<file path="src/rtl/gus16_host_port.sv">
// gus16 host port: decodes 4-phase strobe/ack byte transfers from the pad nets into
// address/write/read/halt/run commands against the core memory arbiter.
module gus16_host_port #(
  parameter int unsigned ADDR_W        = 12,
  parameter bit          HALT_ON_RESET = 1'b1
) (
  input  logic              clk,
  input  logic              rst_n,
  input  logic [7:0]        pin_data,
  input  logic              pin_strb,
  input  logic              pin_cmd,
  output logic [7:0]        pin_out,
  output logic              pin_ack,
  output logic [ADDR_W-1:0] mem_addr,
  output logic [15:0]       mem_wdata,
  output logic              mem_we,
  output logic              mem_re,
  input  logic [15:0]       mem_rdata,
  input  logic              mem_rvalid,
  output logic              cpu_halt
);

  // Encodings are visible to the host in the low three status bits.
  typedef enum logic [2:0] {
    StIdle   = 3'd0,
    StAddrHi = 3'd1,
    StAddrLo = 3'd2,
    StWrHi   = 3'd3,
    StWrLo   = 3'd4,
    StRdWait = 3'd5,
    StRdHi   = 3'd6,
    StRdLo   = 3'd7
  } state_e;

  localparam logic [7:0] CmdSetAddr = 8'h01;
  localparam logic [7:0] CmdWrite   = 8'h02;
  localparam logic [7:0] CmdRead    = 8'h03;
  localparam logic [7:0] CmdHalt    = 8'h04;
  localparam logic [7:0] CmdRun     = 8'h05;

  logic              strb_meta_q, strb_s_q, strb_prev_q;
  state_e            state_q, state_d;
  logic [7:0]        hi_q, hi_d;
  logic [15:0]       rdata_q, rdata_d;
  logic [ADDR_W-1:0] addr_q, addr_d;
  logic [15:0]       wdata_q, wdata_d;
  logic              we_q, we_d;
  logic              re_q, re_d;
  logic              ack_q, ack_d;
  logic              halt_q, halt_d;
  logic              err_q, err_d;
  logic              capture;
  logic [15:0]       addr_full;

  // Two-flop synchronizer for the asynchronous strobe, plus edge history.
  always_ff @(posedge clk) begin
    if (!rst_n) begin
      strb_meta_q <= 1'b0;
      strb_s_q    <= 1'b0;
      strb_prev_q <= 1'b0;
    end else begin
      strb_meta_q <= pin_strb;
      strb_s_q    <= strb_meta_q;
      strb_prev_q <= strb_s_q;
    end
  end

  // Rising edge of the synchronized strobe; ignored while a read is outstanding.
  assign capture   = strb_s_q & ~strb_prev_q & (state_q != StRdWait);
  // pin_data is held stable by the host while the strobe is high, so it is safe to use at E.
  assign addr_full = {hi_q, pin_data};

  // State and datapath registers.
  always_ff @(posedge clk) begin
    if (!rst_n) begin
      state_q <= StIdle;
      hi_q    <= 8'h00;
      rdata_q <= 16'h0000;
      addr_q  <= '0;
      wdata_q <= 16'h0000;
      we_q    <= 1'b0;
      re_q    <= 1'b0;
      ack_q   <= 1'b0;
      halt_q  <= HALT_ON_RESET;
      err_q   <= 1'b0;
    end else begin
      state_q <= state_d;
      hi_q    <= hi_d;
      rdata_q <= rdata_d;
      addr_q  <= addr_d;
      wdata_q <= wdata_d;
      we_q    <= we_d;
      re_q    <= re_d;
      ack_q   <= ack_d;
      halt_q  <= halt_d;
      err_q   <= err_d;
    end
  end

  // Command decode, byte sequencing and handshake next-state.
  always_comb begin
    state_d = state_q;
    hi_d    = hi_q;
    rdata_d = rdata_q;
    addr_d  = addr_q;
    wdata_d = wdata_q;
    we_d    = 1'b0;
    re_d    = 1'b0;
    ack_d   = ack_q;
    halt_d  = halt_q;
    err_d   = err_q;

    // Post-write increment: the address stays put for the cycle mem_we is high.
    if (we_q) begin
      addr_d = addr_q + ADDR_W'(1);
    end

    if (!strb_s_q) begin
      ack_d = 1'b0;
    end

    if (state_q == StRdWait && mem_rvalid) begin
      rdata_d = mem_rdata;
      state_d = StRdHi;
      ack_d   = 1'b1;
    end

    if (capture) begin
      if (pin_cmd) begin
        // Any command aborts the sequence in flight.
        hi_d    = 8'h00;
        err_d   = 1'b0;
        ack_d   = 1'b1;
        state_d = StIdle;
        case (pin_data)
          CmdSetAddr: state_d = StAddrHi;
          CmdWrite:   state_d = StWrHi;
          CmdRead: begin
            re_d    = 1'b1;
            ack_d   = 1'b0;  // ack waits for the read data
            state_d = StRdWait;
          end
          CmdHalt:    halt_d = 1'b1;
          CmdRun:     halt_d = 1'b0;
          default:    err_d  = 1'b1;
        endcase
      end else begin
        ack_d = 1'b1;
        case (state_q)
          StAddrHi: begin
            hi_d    = pin_data;
            state_d = StAddrLo;
          end
          StAddrLo: begin
            addr_d  = addr_full[ADDR_W-1:0];
            hi_d    = 8'h00;
            state_d = StIdle;
          end
          StWrHi: begin
            hi_d    = pin_data;
            state_d = StWrLo;
          end
          StWrLo: begin
            wdata_d = addr_full;
            we_d    = 1'b1;
            hi_d    = 8'h00;
            state_d = StIdle;
          end
          StRdHi: state_d = StRdLo;
          StRdLo: begin
            addr_d  = addr_q + ADDR_W'(1);
            state_d = StIdle;
          end
          default: err_d = 1'b1;  // data byte with no sequence open
        endcase
      end
    end
  end

  // Readback byte while a read is being drained, otherwise the status byte.
  always_comb begin
    pin_out = {halt_q, err_q, 3'b000, state_q};
    case (state_q)
      StRdHi:  pin_out = rdata_q[15:8];
      StRdLo:  pin_out = rdata_q[7:0];
      default: pin_out = {halt_q, err_q, 3'b000, state_q};
    endcase
  end

  assign pin_ack   = ack_q;
  assign mem_addr  = addr_q;
  assign mem_wdata = wdata_q;
  assign mem_we    = we_q;
  assign mem_re    = re_q;
  assign cpu_halt  = halt_q;

endmodule

</file>
<file path="config.mk">
export PLATFORM = sky130hd
export DESIGN_NAME = gus16_host_port
export DESIGN_NICKNAME = d
export VERILOG_FILES = /design/src/rtl/gus16_host_port.sv
export SDC_FILE = /design/constraint.sdc
export NUM_CORES = 1
export LEC_CHECK = 0
export CAP_MARGIN = 15
export CELL_PAD_IN_SITES_DETAIL_PLACEMENT = 0
export CELL_PAD_IN_SITES_GLOBAL_PLACEMENT = 2
export CORE_MARGIN = 4
export CORE_UTILIZATION = 28
export DETAILED_ROUTE_END_ITERATION = 7
export HOLD_SLACK_MARGIN = 0.08
export PLACE_DENSITY_LB_ADDON = 0.1
export SETUP_SLACK_MARGIN = 0.02
export SYNTH_ARGS = -nofsm -noshare
export SYNTH_HDL_FRONTEND = slang
export SYNTH_SLANG_ARGS = --single-unit
</file>
<file path="constraint.sdc">
create_clock -name clk -period 2.25 [get_ports clk]
set_clock_uncertainty 0.1 [all_clocks]
set_input_delay 0.3375 -clock clk [delete_from_list [all_inputs] [get_ports clk]]
set_output_delay 0.3375 -clock clk [all_outputs]
set_load 0.02 [all_outputs]
</file>
Word-level counts from Yosys, hierarchy flattened
Cells that the tools add are included.
{ "word_totals": {"inputBits": 29, "ff_bits": 63} }
{ "classes": {"reduce_logical": 14, "n_bitwise": 6, "muxes": 23, "add_sub_neg": 1, "eq_ne": 15} }
{ "ops": {"columns": ["cell", "count"], "rows": [
  ["2-to-1 mux 12 bit", 3],
  ["case mux 8 bit (2 select lines)", 2],
  ["case mux 12 bit (2 select lines)", 1],
  ["== test 8 x 2 -> 1 bit (second input constant)", 2],
  ["== test 8 x 3 -> 1 bit (second input constant)", 2],
  ["adder 12 x 1 -> 12 bit (second input constant)", 1],
  ["== test 3 bit (second input constant)", 4],
  ["case mux 3 bit (4 select lines)", 1],
  ["2-to-1 mux 1 bit", 10],
  ["2-to-1 mux 3 bit", 3],
  ["case mux 3 bit (3 select lines)", 1],
  ["AND reduction 3 bit", 3],
  ["== test 8 x 1 -> 1 bit (second input constant)", 1],
  ["2-to-1 mux 8 bit", 1],
  ["== test 3 x 2 -> 1 bit (second input constant)", 2],
  ["OR reduction 3 bit", 2],
  ["OR reduction 6 bit", 1],
  ["OR reduction 5 bit", 1],
  ["inverter 1 bit", 4],
  ["AND reduction 2 bit", 2],
  ["OR reduction 2 bit", 2],
  ["== test 3 x 1 -> 1 bit (second input constant)", 1],
  ["inequality test 3 x 1 -> 1 bit (second input constant)", 1],
  ["inequality test 3 bit (second input constant)", 1],
  ["other kinds (6)", 7]
]} }

Longest topological paths before layout
{ "logic_depth": {"word_depth": 6, "ltp_mapped": 7} }

Worst setup path before layout
No wires, ideal clock.
{ "synth_path": {"path_kind": "register to output", "startpoint": "register state_q[1]", "endpoint": "output port pin_out[6]", "path_stages_with_launch": 5, "t_arrival_ns": 1.500, "slack_ns": 0.312, "cell_sequence": "dfxtp_1 buf_2 buf_1 nand2_1 o21ai_0"} }
{ "synth_between": {"elab_chain_cells": 2, "word_cells_on_any_way": 3, "cone_classes": "eq/ne (2); mux (1)"} }
{ "synth_rtl": {"columns": ["item", "line", "text"], "rows": [
  ["start, declared", "42", "state_e state_q, state_d;"],
  ["start signal, assigned", "76", "state_q <= StIdle;"],
  ["start signal, assigned", "87", "state_q <= state_d;"],
  ["== test 3 bit", "183", "case (state_q)"],
  ["case mux 8 bit (2 select lines) (*)", "183", null],
  ["end, declared", "12", "output logic [7:0] pin_out,"]
]} }
Mark *: on every way between the ends. The rest lies on a longest branch, timed or not.

Worst setup path in the final report
{ "layout_path": {"startpoint": "register state_q[0]", "endpoint": "output port pin_out[2]"} }
Same word-level chain as after synthesis.

==> summary.json <==
{
  "outcome": "completed",
  "fin_nets": 479,
  "cts_tree": "done",
  "max_cap_viol_count": 0,
  "timing_hold_violations_final": 0,
  "synth-simple-area-share_pct": 26.8,
  "placer_congestion_estimate": 0.777,
  "power_leakage_nw": 1.46,
  "path_clk_slew_ns": 0.07,
  "routed-via-count": 2847,
  "share_seq_of_total_power_pct": 45.6,
  "dominant_combinational_cell_family_by_area_after_synthesis": "simple AND/OR/NAND/NOR gates",
  "place.detailed.hpwl_um": 6390,
  "cp_class": "flop to output port",
  "drt_wl_total_um": 8980,
  "cts_buffers": 9,
  "layout_commonest_cell": "nand2_1",
  "tightest_slew_ns": 0.469,
  "synth_xor_area_share_pct": 4.19,
  "switching_share_pct": 22.4,
  "initial_utilization_pct": 28.6,
  "final_layout_size_suffix_gt1_share_pct": 10.8,
  "power.ir.vdd_worst_uv": 287,
  "fp.dieArea_um2": 12100,
  "drv_slew": 0,
  "clock.fmax_ghz": 0.501,
  "syn-mean-instance-area_um2": 7.88,
  "p_int_mw": 1.93,
  "layout_setup_ws_ns": 0.254,
  "crit_arrival_ns": 1.56,
  "cts_root_cell": "clkbuf_8",
  "max-clock-path-buffers": 2,
  "ys.flop_type": "dfxtp_1",
  "cts.htree.levels": 3,
  "post-cts-setup-buffer-count": 0,
  "synth_fp_nets": 401,
  "timing.critical_path.required_ns": 1.81,
  "drc_errors": 0,
  "critical_path.max_fanout": 17,
  "synth_cells": 371,
  "clkSinkCount": 63,
  "globalRouteOverflowTotal": 0,
  "post_cts_resized": 6,
  "comb_power_share_pct": 7.1,
  "syn_to_final_growth_pct": 40.0,
  "viasPerCell": 4.83,
  "share_clk_of_total_power_pct": 47.3,
  "post_synth_num_cell_types": 48,
  "worstSetupStartpointType": "flop",
  "grt_max_degree": 48,
  "die_outline_width_um": 110,
  "rel_slew_slack_pct": 68.7,
  "end_kind": "output port",
  "drtPass1Iterations": 4,
  "synth_enable_flop_cells": 0,
  "grt_pass1_wl_um": 14700,
  "synth.ff_latch_count": 63,
  "holdCritPathClass": "flop to flop",
  "rows": 37,
  "n_antenna_cell": 0,
  "synth_compound_gate_area_share_pct": 18.0,
  "track_usage_pct": 15.8,
  "synth_seq_area_share_pct": 43.1,
  "fp.coreArea_um2": 10200,
  "postCtsHoldBufs": 0,
  "switching_power_uw": 555,
  "post_synth_instance_area_um2": 2930,
  "drt_iter0_drc": 126,
  "die_h_um": 110,
  "port-buffer-count": 68,
  "synth_adder_area_share_pct": 0.428,
  "grt_antenna_before_repair": 0,
  "detail-route-antenna-nets": 0,
  "clock_insertion_delay_worst_skew_ns": 0.35,
  "timing.setup.tns_ns": 0,
  "async_s_r_ff_share_synth_pct": 0,
  "post_synth_mux_area_share_pct": 2.40,
  "power.total_mw": 2.48,
  "routedWlPerCell_um": 15.2,
  "layout_worst_path_cycle_share_pct": 88.7,
  "post-route-min-period_ns": 2.00,
  "commonest_non_fill_non_tap_cells_in_the_layout": "nand2_1, dfxtp_1, clkdlybuf4s50_1, a21oi_1",
  "finalSetupViolations": 0,
  "grt_setup_unrepaired": "false",
  "boundary_pins": 69,
  "synthesis.yosys.warnings": 0,
  "dp_slack_ns": 0.0781,
  "power_per_cell_area_nw_per_um2": 606,
  "vias_in_the_first_global_route": 2811
}
[synth_stat cells, types with 3 or more instances]
library cell / instances / share of area [%]
buf_2: 6 / 1.0
and2_1: 4 / 0.86
xor2_1: 8 / 2.4
clkbuf_1: 11 / 1.4
nand3_1: 20 / 3.4
nor2b_1: 3 / 0.64
nand2_1: 91 / 12
nor3_1: 6 / 1.0
mux2i_1: 7 / 2.4
nor2_1: 21 / 2.7
nand2b_1: 4 / 0.86
buf_4: 5 / 1.3
inv_1: 7 / 0.90
xnor2_1: 6 / 1.8
a22oi_1: 4 / 1.0
a21oi_1: 41 / 7.0
a222oi_1: 4 / 1.4
o22ai_1: 8 / 1.7
dfxtp_1: 63 / 43
o21ai_0: 16 / 2.7
and3_1: 3 / 0.64
[stage by stage]
step | hold slack [ns] | cells | util, % | cell area, um^2
finish | 0.337 | 590 | 40.0 | 4100
global placement | 0.323 | 574 | 37.6 | 3850
floorplan | 0.312 | 371 | - | 2930
CTS | 0.344 | 590 | 40.0 | 4090
detailed placement | 0.336 | 574 | 37.6 | 3850
global route | 0.370 | 590 | 40.0 | 4100
[power by group through the flow]
stage	Sequential, mW	Combinational, mW	Clock (mW)
final	1.13	0.177	1.17
after global routing	1.13	0.193	1.25
after CTS	1.13	0.179	1.22
after detailed placement	1.16	0.180	0
after global placement	1.16	0.182	0
after floorplan	1.15	0.0704	0
[kinds of logic (layout without fill, tap and decap cells)]
kind of cell    count (synthesis)  in the layout
flops                          63             63
xor+xnor                       14             14
buf+inv                        31            114
fa+ha+maj                       1              1
compound gates                 87             87
simple gates                  168            168
mux                             7              7
[sequential cells by signal (all words and copies together) (netlist names)]
register	cells
mem_wdata	16
mem_re	1
mem_we	1
state_q	3
hi_q	8
strb_prev_q	1
strb_meta_q	1
mem_addr	12
rdata_q	16
pin_ack	1
err_q	1
strb_s_q	1
cpu_halt	1
[layer usage]
layer,up-vias,share of wire (%),track usage [%]
li1,1438,-,-
met1,1333,50,22.7
met2,66,44,23.3
met3,10,4.7,4.48
met4,0,1.1,4.22
met5,-,0,0
[final cells by class]
type / count / area [um^2]
Inverter: 7 / 26.3
Fill cell: 1063 / 6140
Multi-Input combinational cell: 277 / 1520
Clock inverter: 4 / 76.3
Tap cell: 136 / 170
Timing Repair Buffer: 91 / 880
Sequential cell: 63 / 1260
Clock buffer: 12 / 165
[worst max-delay path, stage by stage, from the launching register on]
cell and delay, ns:
dfxtp_1 0.34, buf_4 0.23, mux2i_1 0.20, a21boi_0 0.10, dlygate4sd2_1 0.34
[worst paths after layout]
check,startpoint,to,slack [ns],depth (start not counted)
hold / removal,strb_meta_q$_SDFF_PN0_,strb_s_q$_SDFF_PN0_,0.34,1
hold reg to reg,strb_meta_q$_SDFF_PN0_,strb_s_q$_SDFF_PN0_,0.34,1
setup / recovery,state_q[0]$_SDFF_PN0_,pin_out[2],0.25,4
setup reg to reg,mem_addr[1]$_SDFF_PN0_,mem_addr[8]$_SDFF_PN0_,0.41,6
(Power assumes the default switching activity.)
